`config.mk`:
```
export PLATFORM = sky130hd
export DESIGN_NAME = sram_arbiter
export DESIGN_NICKNAME = d
export VERILOG_FILES = /design/src/rtl/sram_arb_pkg.sv /design/src/rtl/sram_rsp_pipe.sv /design/src/rtl/sram_arbiter.sv
export SDC_FILE = /design/constraint.sdc
export NUM_CORES = 1
export LEC_CHECK = 0
export ABC_AREA = 1
export CAP_MARGIN = 15
export CORE_ASPECT_RATIO = 1.25
export CORE_UTILIZATION = 45
export CTS_CLUSTER_DIAMETER = 120
export DETAILED_ROUTE_END_ITERATION = 8
export PLACE_DENSITY = 0.85
export SYNTH_ARGS = -nofsm -noshare
export SYNTH_HDL_FRONTEND = slang
export SYNTH_HIERARCHICAL = 1
export SYNTH_SLANG_ARGS = --single-unit
```
`constraint.sdc`:
```
create_clock -name clk -period 5.5 [get_ports clk]
set_input_delay 1.65 -clock clk [delete_from_list [all_inputs] [get_ports clk]]
set_output_delay 1.65 -clock clk [all_outputs]
set_load 0.05 [all_outputs]
```
`src/rtl/sram_arb_pkg.sv`:
```
// Shared definitions for the SRAM arbiter slice.
//   ADDR_W / DATA_W / BE_W : geometry of the 8K x 32 byte-enabled SRAM.
//   STREAK_W               : width of the D-grant streak counter (MAX_D_STREAK <= 15).
//   tag_t                  : owner tag carried alongside each in-flight SRAM read.
//   rd_tag()               : tag to launch into the response pipe for a grant.
package sram_arb_pkg;

    localparam int ADDR_W   = 13;
    localparam int DATA_W   = 32;
    localparam int BE_W     = 4;
    localparam int STREAK_W = 4;

    typedef enum logic [1:0] {
        TAG_NONE = 2'd0,
        TAG_I    = 2'd1,
        TAG_D    = 2'd2
    } tag_t;

    // Only reads produce a response; a D write launches an empty slot so the
    // pipe keeps shifting at a fixed rate.
    function automatic tag_t rd_tag(input logic i_g, input logic d_g, input logic d_we);
        tag_t t;
        t = TAG_NONE;
        if (i_g) begin
            t = TAG_I;
        end else if (d_g && !d_we) begin
            t = TAG_D;
        end
        return t;
    endfunction

endpackage

```
`src/rtl/sram_rsp_pipe.sv`:
```
// Response steering for the SRAM arbiter.
// Carries an owner tag per issued access through a RD_LATENCY-deep shift
// register so that the tag leaves the pipe in the same cycle the SRAM
// presents the matching word on sram_q.
// Ports:
//   clk, rst            : clock, asynchronous active-high reset
//   tag_in              : tag for the access issued this cycle (TAG_NONE if none)
//   sram_q              : SRAM read data
//   i_rvalid / i_rdata  : fetch response (rdata holds the last returned word)
//   d_rvalid / d_rdata  : load response  (rdata holds the last returned word)
module sram_rsp_pipe
    import sram_arb_pkg::*;
#(
    parameter int RD_LATENCY = 1    // legal 1..3
)(
    input  logic              clk,
    input  logic              rst,
    input  tag_t              tag_in,
    input  logic [DATA_W-1:0] sram_q,
    output logic              i_rvalid,
    output logic [DATA_W-1:0] i_rdata,
    output logic              d_rvalid,
    output logic [DATA_W-1:0] d_rdata
);

    tag_t              stage_reg [RD_LATENCY];
    tag_t              tag_out;
    logic              i_hit;
    logic              d_hit;
    logic [DATA_W-1:0] i_rdata_reg;
    logic [DATA_W-1:0] d_rdata_reg;

    // Reset empties the pipe, which is what drops in-flight reads.
    always_ff @(posedge clk or posedge rst) begin
        if (rst) begin
            for (int k = 0; k < RD_LATENCY; k++) begin
                stage_reg[k] <= TAG_NONE;
            end
        end else begin
            stage_reg[0] <= tag_in;
            for (int k = 1; k < RD_LATENCY; k++) begin
                stage_reg[k] <= stage_reg[k-1];
            end
        end
    end

    assign tag_out = stage_reg[RD_LATENCY-1];
    assign i_hit   = (tag_out == TAG_I);
    assign d_hit   = (tag_out == TAG_D);

    // The word is on sram_q during the hit cycle itself; it is passed straight
    // through and captured so the port keeps showing it afterwards.
    always_ff @(posedge clk or posedge rst) begin
        if (rst) begin
            i_rdata_reg <= '0;
            d_rdata_reg <= '0;
        end else begin
            if (i_hit) begin
                i_rdata_reg <= sram_q;
            end
            if (d_hit) begin
                d_rdata_reg <= sram_q;
            end
        end
    end

    assign i_rvalid = i_hit;
    assign d_rvalid = d_hit;
    assign i_rdata  = i_hit ? sram_q : i_rdata_reg;
    assign d_rdata  = d_hit ? sram_q : d_rdata_reg;

endmodule

```
`src/rtl/sram_arbiter.sv`:
```
// Two-port arbiter in front of the single-port 8K x 32 byte-enabled SRAM.
// The fetch port (I, read-only) and load/store port (D, read/write) compete
// every cycle; D wins unless it has already taken MAX_D_STREAK grants in a
// row while I was waiting. The winner drives the SRAM pins in the same cycle
// and read data is steered back by sram_rsp_pipe.
// Ports:
//   clk, rst                                  : clock, asynchronous active-high reset
//   i_req, i_addr -> i_gnt, i_rvalid, i_rdata : fetch port
//   d_req, d_we, d_addr, d_byteen, d_wdata
//                 -> d_gnt, d_rvalid, d_rdata : load/store port
//   sram_addr, sram_byteen, sram_data,
//   sram_rden, sram_wren, sram_q              : SRAM pins
module sram_arbiter
    import sram_arb_pkg::*;
#(
    parameter int RD_LATENCY   = 1, // SRAM read latency, legal 1..3
    parameter int MAX_D_STREAK = 4  // legal 1..15
)(
    input  logic              clk,
    input  logic              rst,
    input  logic              i_req,
    input  logic [ADDR_W-1:0] i_addr,
    output logic              i_gnt,
    output logic              i_rvalid,
    output logic [DATA_W-1:0] i_rdata,
    input  logic              d_req,
    input  logic              d_we,
    input  logic [ADDR_W-1:0] d_addr,
    input  logic [BE_W-1:0]   d_byteen,
    input  logic [DATA_W-1:0] d_wdata,
    output logic              d_gnt,
    output logic              d_rvalid,
    output logic [DATA_W-1:0] d_rdata,
    output logic [ADDR_W-1:0] sram_addr,
    output logic [BE_W-1:0]   sram_byteen,
    output logic [DATA_W-1:0] sram_data,
    output logic              sram_rden,
    output logic              sram_wren,
    input  logic [DATA_W-1:0] sram_q
);

    localparam logic [STREAK_W-1:0] STREAK_MAX = STREAK_W'(MAX_D_STREAK);

    logic [STREAK_W-1:0] streak_reg;
    logic [STREAK_W-1:0] streak_next;
    logic                i_starved;
    logic [ADDR_W-1:0]   addr_reg;
    logic [BE_W-1:0]     byteen_reg;
    logic [DATA_W-1:0]   data_reg;
    tag_t                launch_tag;

    // ------------------------------------------------------------------
    // Grant. Reset is folded in so no grant or SRAM strobe can leak out
    // while rst is high, even though the request inputs may still be set.
    // ------------------------------------------------------------------
    always_comb begin
        i_gnt     = 1'b0;
        d_gnt     = 1'b0;
        i_starved = i_req && (streak_reg == STREAK_MAX);
        if (!rst) begin
            if (d_req && !i_starved) begin
                d_gnt = 1'b1;
            end else if (i_req) begin
                i_gnt = 1'b1;
            end
        end
    end

    // Streak counts D wins only while I is actually waiting; any cycle
    // without an I request breaks the streak.
    always_comb begin
        streak_next = streak_reg;
        if (!i_req || i_gnt) begin
            streak_next = '0;
        end else if (d_gnt && (streak_reg != STREAK_MAX)) begin
            streak_next = streak_reg + STREAK_W'(1);
        end
    end

    always_ff @(posedge clk or posedge rst) begin
        if (rst) begin
            streak_reg <= '0;
        end else begin
            streak_reg <= streak_next;
        end
    end

    // ------------------------------------------------------------------
    // SRAM drive. Address/byteen/data fall back to the last driven values
    // on idle cycles so the pins do not toggle needlessly.
    // ------------------------------------------------------------------
    always_comb begin
        sram_addr   = addr_reg;
        sram_byteen = byteen_reg;
        sram_data   = data_reg;
        sram_rden   = 1'b0;
        sram_wren   = 1'b0;
        if (i_gnt) begin
            sram_addr   = i_addr;
            sram_byteen = '1;
            sram_rden   = 1'b1;
        end else if (d_gnt) begin
            sram_addr   = d_addr;
            sram_byteen = d_byteen;
            sram_data   = d_wdata;
            sram_wren   = d_we;
            sram_rden   = !d_we;
        end
    end

    // Capturing the driven values every cycle is equivalent to loading on a
    // grant, because on idle cycles the pins already show the held values.
    always_ff @(posedge clk or posedge rst) begin
        if (rst) begin
            addr_reg   <= '0;
            byteen_reg <= '0;
            data_reg   <= '0;
        end else begin
            addr_reg   <= sram_addr;
            byteen_reg <= sram_byteen;
            data_reg   <= sram_data;
        end
    end

    // ------------------------------------------------------------------
    // Response routing
    // ------------------------------------------------------------------
    assign launch_tag = rd_tag(i_gnt, d_gnt, d_we);

    sram_rsp_pipe #(
        .RD_LATENCY (RD_LATENCY)
    ) u_rsp_pipe (
        .clk      (clk),
        .rst      (rst),
        .tag_in   (launch_tag),
        .sram_q   (sram_q),
        .i_rvalid (i_rvalid),
        .i_rdata  (i_rdata),
        .d_rvalid (d_rvalid),
        .d_rdata  (d_rdata)
    );

endmodule

```
After elaboration in Yosys (flattened, before gate mapping)

Cells that the tools add are included.

Add/subtract/negate cells: 1
$mul: 0
Div/mod/pow operators: 0
Magnitude comparators: 0
Equal/unequal tests: 4
Shift operators: 0
Mux-type cells: 21
Bitwise gates (word level): 0
Reductions and logical operators: 9

Operators by type and width:

| kind                  | count |
|---|---|
| $mux W32              | 4 |
| $mux W13              | 2 |
| $mux W4               | 4 |
| $mux W1               | 9 |
| $add A4 B1 Y4 const B | 1 |
| $eq A4 B3 Y1 const B  | 1 |
| $logic_and A1 B1 Y1   | 4 |
| $mux W2               | 2 |
| $ne A4 B3 Y1 const B  | 1 |
| $logic_not A1 Y1      | 3 |
| $eq A2 B1 Y1 const B  | 1 |
| $eq A2 B2 Y1 const B  | 1 |
| $reduce_bool A2 Y1    | 1 |
| $logic_or A1 B1 Y1    | 1 |

Flip-flop bits (word level): 119
Latch bits: 0
RAM bits: 0
Memory bits (read-only): 0
Input port bits: 99
Output and inout port bits: 119
Logic and storage cells: 42
Memories kept: 0

Depth between registers and ports, before layout

Word-level depth: 9
Mapped depth: 9
Mapped depth without buffers: 8

Cells and area by module

The synthesis kept the hierarchy.

By module, submodules not included:

| module        | instances | cells an instance | area an instance (sq um) | sequential area each (sq um) |
|---|---|---|---|---|
| sram_rsp_pipe | 1         | 285               | 2,656.3                  | 1,651.6 |
| sram_arbiter  | 1         | 291               | 2,412.3                  | 1,326.3 |

Least setup slack after synthesis

No wires, ideal clock.

Kind: input-to-output
Start point: in rst
End point: out sram_addr[10]
Arrival: 3.201 ns
Data required time: 3.850 ns
Slack: 0.649 ns
Stages: 6
Path buffers: 1
Cell sequence: inv_1 buf_2 nand4_1 nand2_1 inv_1 nand2_1

Longest elaborated chain between the ends: 3
Elaborated cells on any way between the ends: 4
Those cells by class: 4 x mux

RTL lines:

| what        | line                | source |
|---|---|---|
| from (decl) | sram_arbiter.sv:20  | `input logic rst,` |
| $mux W1     | sram_arbiter.sv:60  | `if (!rst) begin` |
| $mux W13    | sram_arbiter.sv:102 | `end else if (d_gnt) begin` |
| $mux W13 *  | sram_arbiter.sv:98  | `if (i_gnt) begin` |
| to (decl)   | sram_arbiter.sv:34  | `output logic [ADDR_W-1:0] sram_addr,` |

Mark *: on every way between the ends. The rest lies on a longest branch, timed or not.

Worst setup path in the final report

Start point: in i_req
End point: out sram_data[13]

Longest elaborated chain between the ends: 7
Elaborated cells on any way between the ends: 10
Those cells by class: 7 x mux; 3 x reduce/logical

RTL lines:

| what                | line                | source |
|---|---|---|
| from (decl)         | sram_arbiter.sv:21  | `input logic i_req,` |
| $logic_and A1 B1 Y1 | sram_arbiter.sv:59  | `i_starved = i_req && (streak_reg == STREAK_MAX);` |
| $logic_not A1 Y1    | sram_arbiter.sv:61  | `if (d_req && !i_starved) begin` |
| $logic_and A1 B1 Y1 | sram_arbiter.sv:61  |  |
| $mux W1             | sram_arbiter.sv:61  |  |
| $mux W1             | sram_arbiter.sv:60  |  |
| $mux W32            | sram_arbiter.sv:102 |  |
| $mux W32 *          | sram_arbiter.sv:98  |  |
| to (decl)           | sram_arbiter.sv:36  | `output logic [DATA_W-1:0] sram_data,` |

Marks and branches as above.

==> impl_metrics.yaml <==
clocking:
  clk_pin_slew_ns: 0.05
  cts_setup_buffers: 0
  clock-sinks: 119
  postCtsHoldBufs: 0
  post_cts_resized: 0
  clkLatencyLatePin_ns: 0.40
  cts_buffers: 17
  htree_levels: 4
  clk_path_buf_depth: 2
  cts_tree: "yes"
  clock-root-buffer: "clkbuf_16"
floorplanning:
  chipHeight_um: 121
  design.core.area_um2: 10800
  initial_core_util: 0.470
  dieArea_um2: 11700
  num_rows: 42
  fp.dieW_um: 96.9
  io_pins: 218
power_and_ir_drop:
  sw_frac_of_total: 0.356
  netSwitchingPower_mw: 1.18
  powerDensity_nw_per_um2: 426
  power_frac_seq: 0.318
  leakage_nw: 3.95
  ir_worst_vdd_v: 0.000265
  comb_power_share: 0.331
  clkPwrFrac: 0.350
  power.internal_mw: 2.13
sta:
  fin_skew_ns: 0.00863
  maxSlewHeadroom: 0.438
  max_freq_ghz: 0.191
  period_needed_ns: 5.24
  hold_viol: 0
  setup_slack_ns: 0.264
  min_period_over_period: 0.952
  setup_tns_ns: 0
  setup_viol: 0
  tightest_slew_ns: 0.842
  timing.final.max_slew_violations: 0
  rsz0062_at_grt: "false"
critical_path:
  arrival_ns: 3.59
  crit_path_cell_trace: "clkdlybuf4s50_1, nand4_2, nand2_2, nor2_4, clkinv_2, buf_4, nand2_1, nand2_1, buf_4"
  max_stage_delay_ns: 0.51
  crit_type: "in2out"
  end_kind: "output pin"
  critPathTopFamily: "buffers and inverters"
  cp_slowest_cell: "clkdlybuf4s50_1"
  worstPathBufferInverterCount: 4
  crit_fanout: 31
  cp.required_ns: 3.85
  critPathLaunchType: "input port"
global_route:
  grt_max_degree: 55
  grt_pass1_wl_um: 23800
  antenna_found_initial: 0
  grt_pass1_vias: 4926
  gr-total-overflow: 0
  track_usage: 0.259
placed_design:
  place_ws_ns: 0.275
  place.gp.congestion: 0.847
  dp.final_hpwl_um: 10500
  port_buffers: 217
final_layout:
  drive_gt1_frac: 0.137
  mostFrequentLayoutCell: "nand2_1"
  nets: 890
  nFillCells: 775
  final_cell_mix: "nand2_1 (264), clkdlybuf4s50_1 (163), dfrtp_1 (119), nand3_1 (99), buf_4 (63)"
  n_antenna_cell: 0
  areaGrowthSynthToFinish_pct: 53.5
route:
  vias: 4833
  vias_per_cell: 5.17
  wirelength_um: 14700
  drt_iter0_drc: 226
  wl_per_cell_um: 15.7
  antenna_left: 0
  drc: 0
  drt_first_pass_iters: 4
yosys:
  synthCells: 576
  synth_top_area_frac: 0.588
  syn_area_per_cell_um2: 8.80
  ys_types: 20
  yosys_warnings: 6
  yosys-top-cells-area: "dfrtp_1 (59%), nand2_1 (20%), nand3_1 (9.8%)"
  synth_fp_nets: 677
  yosysTopAreaCell: "dfrtp_1"
  synth.yosys.seq_area_share: 0.588
  ys_seq_elements: 119
  syn_area_um2: 5070
flow_run:
  cap_violations: 0
worst_hold_path:
  hp-class: "reg2reg"
outcome:
  outcome: "finished, final reports clean"
## layout make-up
cell class / count / area (um^2) / share of cell area
sequential: 119 / 2980 / 0.383
inverter: 27 / 108 / 0.0138
timing repair buffer: 230 / 2180 / 0.281
tap: 132 / 165 / 0.0212
clock inverter: 12 / 175 / 0.0225
multi-input combinational: 394 / 1710 / 0.220
clock buffer: 20 / 457 / 0.0587
## worst paths after layout
check,start,end,slack (ns),cells after the start
worst max-delay path,i_req,sram_data[13],0.26,9
worst min-delay path,u_rsp_pipe/i_rdata_reg[25]$_DFF_PP0_,u_rsp_pipe/i_rdata_reg[25]$_DFF_PP0_,0.46,2
worst max register to register,streak_reg[0]$_DFFE_PP0P_,data_reg[13]$_DFF_PP0_,3.48,9
worst min register to register,u_rsp_pipe/i_rdata_reg[25]$_DFF_PP0_,u_rsp_pipe/i_rdata_reg[25]$_DFF_PP0_,0.46,2
max in group asynchronous,rst,u_rsp_pipe/i_rdata_reg[30]$_DFF_PP0_,2.62,3
min in group asynchronous,rst,u_rsp_pipe/d_rdata_reg[27]$_DFF_PP0_,1.98,2
## stage by stage
stage	util	cell area, um^2	hold WS [ns]	cells	total power, mW
after floorplan	-	5070	0.533	576	1.77
after global placement	0.664	7150	0.451	902	2.14
after detailed placement	0.664	7150	0.457	902	2.17
after CTS	0.722	7780	0.468	934	3.34
after global routing	0.722	7780	0.484	934	3.44
final	0.722	7780	0.463	934	3.31
## synth_stat cells
cell type / count
o21ai_0: 2
inv_2: 1
xor2_1: 2
nand4_1: 16
clkbuf_1: 2
nand2_2: 1
nand2_1: 264
nand2_4: 2
buf_4: 14
inv_4: 2
nor2_1: 3
dfrtp_1: 119
ha_1: 2
clkinv_2: 1
inv_1: 23
buf_2: 11
nand3_1: 99
buf_6: 9
nand4_2: 1
nor2_4: 2
## worst register-to-register path: stages (launching register included)
cell,delay [ns]
dfrtp_1,0.40
inv_1,0.08
ha_1,0.23
nand4_2,0.11
nand2_2,0.10
nor2_4,0.11
clkinv_2,0.34
buf_4,0.34
nand2_1,0.10
nand2_1,0.08
## layer usage
| layer | part of all wire | GRT usage | vias to the layer above |
|---|---|---|---|
| li1 | - | - | 2269 |
| met1 | 0.39 | 0.304 | 2293 |
| met2 | 0.51 | 0.442 | 239 |
| met3 | 0.073 | 0.0694 | 32 |
| met4 | 0.025 | 0.122 | 0 |
| met5 | 0 | 0 | - |
## cell families (layout without fill, tap and decap cells)
group,Yosys count,count (layout),synth area share
simple gates,388,388,0.328
flops,119,119,0.588
buf+inv,63,289,0.0743
fa+ha+maj,2,2,0.00494
compound gates,2,2,0.00197
xor+xnor,2,2,0.00346
## power groups by stage
stage          logic, mW  registers, mW  clock network [mW]
2_1_floorplan      0.713           1.05                   0
3_3_place_gp        1.08           1.06                   0
3_5_place_dp        1.10           1.07                   0
4_1_cts             1.10           1.05                1.18
5_1_grt             1.15           1.07                1.22
6_report            1.10           1.05                1.16
No activity file was read; power rests on OpenSTA's default activity.
